$ cat src/rtl/bpm_digit_scan.sv
// Heart-rate display back-end: serial double-dabble BCD conversion,
// multiplexed 7-segment drive with anti-ghost blanking and "---" pattern.
module bpm_digit_scan #(
  parameter int unsigned BLANK_CYCLES = 4
) (
  input  logic       clk,
  input  logic       rst,
  input  logic [7:0] bpm,
  input  logic       bpm_valid,
  input  logic       no_signal,
  input  logic [1:0] selec_mux,
  output logic       busy,
  output logic [2:0] an,
  output logic [6:0] seg
);

  localparam logic [7:0] BLK = 8'(BLANK_CYCLES);

  logic        busy_q, busy_d;
  logic [2:0]  cnt_q, cnt_d;
  logic [7:0]  shr_q, shr_d;
  logic [11:0] bcd_q, bcd_d;
  logic [3:0]  hun_q, hun_d;
  logic [3:0]  ten_q, ten_d;
  logic [3:0]  uni_q, uni_d;
  logic [1:0]  sel_q, sel_d;
  logic [7:0]  blk_q, blk_d;
  logic        ns_q, ns_d;
  logic        run_q, run_d;

  logic [11:0] bcd_adj;
  logic [19:0] shifted;

  function automatic logic [3:0] adj3(input logic [3:0] n);
    return (n >= 4'd5) ? n + 4'd3 : n;
  endfunction

  always_comb begin
    busy_d  = busy_q;
    cnt_d   = cnt_q;
    shr_d   = shr_q;
    bcd_d   = bcd_q;
    hun_d   = hun_q;
    ten_d   = ten_q;
    uni_d   = uni_q;
    bcd_adj = {adj3(bcd_q[11:8]), adj3(bcd_q[7:4]), adj3(bcd_q[3:0])};
    shifted = {bcd_adj, shr_q} << 1;
    if (busy_q) begin
      cnt_d = cnt_q + 3'd1;
      bcd_d = shifted[19:8];
      shr_d = shifted[7:0];
      // Digits commit together only on the final iteration
      if (cnt_q == 3'd7) begin
        busy_d = 1'b0;
        hun_d  = shifted[19:16];
        ten_d  = shifted[15:12];
        uni_d  = shifted[11:8];
      end
    end else if (bpm_valid) begin
      busy_d = 1'b1;
      cnt_d  = 3'd0;
      shr_d  = bpm;
      bcd_d  = 12'd0;
    end
  end

  always_comb begin
    sel_d = selec_mux;
    blk_d = blk_q;
    if (selec_mux != sel_q) blk_d = BLK;
    else if (blk_q != 8'd0) blk_d = blk_q - 8'd1;
    ns_d  = no_signal;
    run_d = 1'b1;
  end

  always_ff @(posedge clk or negedge rst) begin
    if (!rst) begin
      busy_q <= 1'b0;
      cnt_q  <= 3'd0;
      shr_q  <= 8'd0;
      bcd_q  <= 12'd0;
      hun_q  <= 4'd0;
      ten_q  <= 4'd0;
      uni_q  <= 4'd0;
      sel_q  <= 2'd0;
      blk_q  <= 8'd0;
      ns_q   <= 1'b0;
      run_q  <= 1'b0;
    end else begin
      busy_q <= busy_d;
      cnt_q  <= cnt_d;
      shr_q  <= shr_d;
      bcd_q  <= bcd_d;
      hun_q  <= hun_d;
      ten_q  <= ten_d;
      uni_q  <= uni_d;
      sel_q  <= sel_d;
      blk_q  <= blk_d;
      ns_q   <= ns_d;
      run_q  <= run_d;
    end
  end

  logic       off;
  logic       sup;
  logic [3:0] dig;
  logic [6:0] code;

  always_comb begin
    // run_q keeps anodes dark while reset is held
    off = !run_q || (blk_q != 8'd0) || (sel_q == 2'd3);
    an  = 3'b111;
    dig = uni_q;
    sup = 1'b0;
    unique case (1'b1)
      (sel_q == 2'd0): begin
        an  = 3'b110;
        dig = uni_q;
      end
      (sel_q == 2'd1): begin
        an  = 3'b101;
        dig = ten_q;
        sup = (hun_q == 4'd0) && (ten_q == 4'd0);
      end
      (sel_q == 2'd2): begin
        an  = 3'b011;
        dig = hun_q;
        sup = (hun_q == 4'd0);
      end
      default: an = 3'b111;
    endcase
    if (off) an = 3'b111;
  end

  always_comb begin
    case (dig)
      4'd0:    code = 7'b1000000;
      4'd1:    code = 7'b1111001;
      4'd2:    code = 7'b0100100;
      4'd3:    code = 7'b0110000;
      4'd4:    code = 7'b0011001;
      4'd5:    code = 7'b0010010;
      4'd6:    code = 7'b0000010;
      4'd7:    code = 7'b1111000;
      4'd8:    code = 7'b0000000;
      4'd9:    code = 7'b0010000;
      default: code = 7'b1111111;
    endcase
    if (off)       seg = 7'b1111111;
    else if (ns_q) seg = 7'b0111111;
    else if (sup)  seg = 7'b1111111;
    else           seg = code;
  end

  assign busy = busy_q;

endmodule

$ cat config.mk
export PLATFORM = sky130hd
export DESIGN_NAME = bpm_digit_scan
export DESIGN_NICKNAME = d
export VERILOG_FILES = /design/src/rtl/bpm_digit_scan.sv
export SDC_FILE = /design/constraint.sdc
export NUM_CORES = 1
export LEC_CHECK = 0
export ABC_AREA = 1
export CAP_MARGIN = 10
export CORE_MARGIN = 5
export CORE_UTILIZATION = 65
export DETAILED_ROUTE_END_ITERATION = 16
export DONT_BUFFER_PORTS = 1
export PLACE_DENSITY = 0.9
export SYNTH_ARGS = -nofsm -noshare
export SYNTH_HDL_FRONTEND = slang
export SYNTH_SLANG_ARGS = --single-unit
$ cat constraint.sdc
create_clock -name clk -period 5.51 [get_ports clk]
set_clock_uncertainty 0.15 [all_clocks]
set_input_delay 1.102 -clock clk [delete_from_list [all_inputs] [get_ports clk]]
set_output_delay 1.102 -clock clk [all_outputs]
set_load 0.02 [all_outputs]
Word level (Yosys, flattened, before mapping)
Memory sizes are Yosys's and may differ from the RTL's.
Index checks and enable logic that the tools add are counted.

storage, ports and cells
  register bits after elaboration = 48
  memory bits (read-only) = 112
  bits of input ports = 14
  word-level logic and storage cells = 57
  memories kept = 1

operators by class
  add/subtract/negate cells = 5
  magnitude comparators = 3
  equality and inequality tests = 5
  mux-type cells = 21
  reductions and logical operators = 11

memory list
  name             depth  bits a word  rd ports  clocked after Yosys merged registers in  wr ports  line  text
  (no name shown)  16     7            1         0                                        0         136   case (dig)

operators with widths
  kind                 number
  $mux 8               4
  $mux 12              2
  $mux 7               3
  $ge 4x3->1 const B   3
  $mux 3               4
  $pmux 3 s3           1
  $add 4x2->4 const B  2
  $logic_not 4->1      2
  $mux 4               2
  $pmux 4 s2           1
  $reduce_bool 8->1    1
  $sub 8x1->8 const B  1
  $eq 2x2->1 const B   2
  $reduce_bool 2->1    2
  $add 3x1->3 const B  1
  $add 3x2->3 const B  1
  $eq 3x3->1 const B   1
  $mux 1               3
  $eq 2x1->1 const B   1
  $logic_not 2->1      1
  $logic_or 1x1->1     2
  $ne 2x2->1           1
  $pmux 1 s2           1
  $reduce_and 2->1     1
  2 further kinds      2

Logic depth before layout (Yosys ltp)
  depth after elaboration = 6
  gate-level depth with buffers = 13
  gate-level depth less buffers = 13

Least setup slack after synthesis
No wires, ideal clock.

  path type = reg-to-output
  from = register sel_q[0]
  to = output seg[3]
  arrival time = 1.870 ns
  slack = 2.388 ns
  cell stages (with the launch flop) = 12
  cell sequence = dfrtp_1 -> inv_1 -> ha_1 -> inv_1 -> nand2_1 -> nand2_1 -> inv_1 -> ha_1 -> inv_1 -> nor2_1 -> o21ai_0 -> nand2_1

on the way
  word-level cells in the longest chain between the ends = 6
  elaborated cells on any way between the ends = 10
  those cells by class = 3 x eq/ne; 5 x mux; 1 x reduce/logical; 1 x memory

ends and longest elaborated chain
  item                                             line      text
  from (decl)                                      26        logic [1:0] sel_q, sel_d;
  from (signal assigned)                           97        sel_q <= sel_d;
  $eq 2x2->1 / $eq 2x1->1 (equally long branches)  125, 120
  $pmux 4 s2                                       115       unique case (1'b1)
  $mem_v2 16x7                                     n/a
  $mux 7                                           151       else if (sup) seg = 7'b1111111;
  $mux 7                                           150       else if (ns_q) seg = 7'b0111111;
  $mux 7 *                                         149       if (off) seg = 7'b1111111;
  to (decl)                                        14        output logic [6:0] seg

Mark *: on every way between the ends. The rest lies on a longest branch, timed or not.

Final worst setup path
Ends and elaborated chain as after synthesis.

==> results.md <==
Clocking:
- The total CTS buffers is 5.
- After clock tree synthesis, the clock-pin slew on the worst setup and hold paths is 90 ps.
- The number of hold buffers added after CTS was 0.
- The number of buffers between clock root and the deepest sink is 2.
- The worst-skew pair later-pin latency is 300 ps.
- In this run the number of H-tree levels came out at 2.
- The number of sinks driven by the clock tree is 48.
- The number of cells upsized or downsized after cts is 0.
- The root buffer cell chosen for the clock tree is sky130_fd_sc_hd__clkbuf_8.
- Post-CTS timing repair inserted 0 buffers for setup.
- The TritonCTS clock tree is done.

Route:
- Detailed routing inserted a total of 2,045 vias.
- The remaining number of nets flagged by the antenna check after routing is 0.
- The post-route DRC violation count is 0.
- After the first detailed-routing iteration, the DRC count stood at 123.
- The total wire length is 4.96 mm.
- The via density per instance is 5.62.
- After detailed routing, the average wire length per cell comes to 13.6 um.
- The number of iterations in the first detailed-routing pass is 4.

STA:
- The relative slew slack is 0.558.
- Setup repair after global routing left no endpoint under its margin.
- The count of final max-slew check failures is 0.
- The post-route clock period utilization is 0.659.
- The post-layout worst setup margin is 1880 ps.
- The number of failing hold endpoints at the final stage was 0.
- Hold is met by 334 ps.
- Setup violations remaining at the end of the flow were counted as 0.
- Counting I/O delays and the setup requirement, the final critical path takes 3630 ps.
- The maximum operating frequency is 275 MHz.
- Setup total negative slack on the finished layout was measured at 0 ps.
- The worst-margin pin slew is 664 ps.

Placed design:
- The placed instances occupy a cell area of 2650 um2.
- The count of port buffers added during placement is 0.
- The HPWL reported at the end of detailed placement is 3.64 mm.
- The worst slack at placement is 2210 ps.
- The congestion estimate from routability-driven global placement came to 0.891.

Power:
- IR analysis of the VDD net gives a maximum drop of 0.287 mV.
- The switching power share of the total is 0.396.
- Cell internal power was estimated by the tool at 859 uW.
- The power density of the placed cells is 513 nW/um2.
- The total power after layout is 1420 uW.
- The part of the total power dissipated in combinational logic is 0.406.
- For this design the static power due to leakage is 0.00137 uW.
- The share of total power dissipated in sequential elements is 0.408.
- The part of the total power dissipated in the clock network is 0.186.
- The analysis attributes to net switching a power of 563 uW.

Synth:
- The commonest register cell after synthesis is sky130_fd_sc_hd__dfrtp_1.
- The number of warnings printed during yosys synthesis is 0.
- After synthesis the netlist holds a flip-flop and latch count of 48.
- The sequential fraction of the synthesis area is 0.460.
- The proportion of netlist area held by the largest area contributor is 0.460.
- The synthesized instance count is 312.
- In the post-synthesis netlist, the biggest area contributors are sky130_fd_sc_hd__dfrtp_1 46%, sky130_fd_sc_hd__nand2_1 9.8%, sky130_fd_sc_hd__ha_1 8.6%.
- The post-synthesis net count is 344.
- The mapped cell area is 2610 um2.
- The most frequently used cell type in the post-synthesis netlist is sky130_fd_sc_hd__nand2_1.
- In this run, synthesis inferred 0 flip-flops with an integrated enable.
- Summed over all instances, the cell type with the most area after synthesis is sky130_fd_sc_hd__dfrtp_1.
- After synthesis, the mean cell area works out to 8.38 um2.
- The share of synthesized registers carrying an async set or reset is 1.00.
- The number of unique standard cell types used by synthesis is 32.
- By count the netlist is led by 68 x sky130_fd_sc_hd__nand2_1, 48 x sky130_fd_sc_hd__dfrtp_1, 36 x sky130_fd_sc_hd__inv_1.

Floorplanning:
- The initial cell density of the core is 0.663.
- The die span in x is 73.4 um.
- The die covers 5390 um2.
- 25 I/O pins were placed.
- The placeable core region is 3940 um2.
- The overall die height is 73.4 um.
- The floorplan row count is 23.

GRT:
- In the global route stage, overall resource usage came out at 0.210.
- The via count of the first global-routing pass is 2,014.
- The initial antenna violation count came to 0.
- The first-pass GRT wire length is 8.89 mm.
- The pin count of the biggest net entering global routing is 49.
- After global routing the overflow that remains totals 0.

Setup path:
- The depth of the worst register-to-register path is 3.
- The data arrival time of the critical path is 2380 ps.
- The largest driver fanout on the critical path is 8.
- The worst setup path is captured at a primary output.
- The data required time at the worst endpoint is 4260 ps.
- The sort of element at the start of the critical path is a register.
- The critical path is of the register to primary output type.

Run:
- The count of maximum capacitance violations is 0.

Finish:
- After routing the design area is 2770 um2.
- The count of inserted antenna diode cells is 0.
- At the end of the flow, the number of nets in the layout was 345.
- In the final layout, the share of cells above drive strength 1 is 0.0828.
- Counting the fill cells in the layout gives 286.
- Compared with the post-synthesis result, the final layout area differs by 6.13%.

Min path:
- The tightest min-delay check is of the primary input to async pin type.

Run status:
- The run finished with clean final reports.
==> power groups by stage <==
stage / logic [uW] / registers, uW / clock network [uW]
after detailed placement: 567 / 586 / 0
after global placement: 529 / 579 / 0
final: 577 / 581 / 264
after global routing: 668 / 601 / 285
after CTS: 576 / 580 / 269
after floorplan: 466 / 555 / 0
==> path summary, 6_finish.rpt <==
kind / start / endpoint / slack, ps
worst min-delay path: rst / shr_q[3] / 330
worst max register to register: busy / bcd_q[4] / 3470
worst min register to register: cnt_q[0] / cnt_q[0] / 330
min in group clk: cnt_q[0] / cnt_q[0] / 330
max in group asynchronous: rst / hun_q[0] / 4790
worst max-delay path: sel_q[0] / seg[3] / 1880
==> critical path, stage by stage, from the launching register on <==
cell                      delay (ps)
sky130_fd_sc_hd__dfrtp_1         450
sky130_fd_sc_hd__inv_1            90
sky130_fd_sc_hd__ha_1            400
sky130_fd_sc_hd__inv_1           140
sky130_fd_sc_hd__nand2_1          60
sky130_fd_sc_hd__nand2_1          90
sky130_fd_sc_hd__inv_1            90
sky130_fd_sc_hd__ha_1            340
sky130_fd_sc_hd__inv_1            60
sky130_fd_sc_hd__nor2_1           40
sky130_fd_sc_hd__o21ai_0         150
sky130_fd_sc_hd__nand2_1         170
==> through the flow <==
| step | utilization | cells |
|---|---|---|
| detailed placement | 0.673 | 356 |
| CTS | 0.704 | 364 |
| finish | 0.704 | 364 |
| floorplan | - | 312 |
| global route | 0.704 | 364 |
| global placement | 0.673 | 356 |
==> placed cells by master (no fill, tap or decap), types with 3 or more instances in the layout <==
master                     instances
sky130_fd_sc_hd__nor2_4            3
sky130_fd_sc_hd__xor2_1            6
sky130_fd_sc_hd__nor2_1           25
sky130_fd_sc_hd__nand3_1          18
sky130_fd_sc_hd__a21oi_1           7
sky130_fd_sc_hd__nand2_2           3
sky130_fd_sc_hd__clkbuf_8          6
sky130_fd_sc_hd__nor3_1            9
sky130_fd_sc_hd__nand2_1          68
sky130_fd_sc_hd__o21ai_0          24
sky130_fd_sc_hd__ha_1             18
sky130_fd_sc_hd__inv_1            36
sky130_fd_sc_hd__dfrtp_1          48
sky130_fd_sc_hd__or2_2             6
sky130_fd_sc_hd__o22ai_1          18
==> per-layer routing <==
| metal | global-route usage | routed length [um] | share of wire |
|---|---|---|---|
| met5 | 0 | 0 | 0 |
| met3 | 0.0534 | 273 | 0.055 |
| met2 | 0.349 | 2500 | 0.50 |
| met1 | 0.271 | 2120 | 0.43 |
| met4 | 0.0644 | 73 | 0.015 |
==> flip-flops by register name (all words and copies together) (netlist names) <==
signal,flops
bcd_q,12
blk_q,8
ns_q,1
cnt_q,3
ten_q,4
sel_q,2
hun_q,4
uni_q,4
shr_q,8
busy,1
run_q,1
==> area by class of cell <==
class                      count  area, um2  area share
inverter                      37        139      0.0501
sequential                    48       1200       0.433
multi-input combinational    221       1250       0.451
tap                           50       62.6      0.0226
clock buffer                   6       82.6      0.0298
clock inverter                 2       38.8      0.0140
==> cell families (layout without fill, tap and decap cells) <==
| logic type | count (synthesis) | count (layout) | synth area share |
|---|---|---|---|
| compound gates | 57 | 57 | 0.127 |
| xor+xnor | 7 | 7 | 0.0235 |
| fa+ha+maj | 18 | 18 | 0.0862 |
| buf+inv | 43 | 45 | 0.0622 |
| flops | 48 | 48 | 0.460 |
| other cells | 1 | 1 | 0.00143 |
| simple gates | 138 | 138 | 0.240 |
Power figures use the tool's default switching activity.
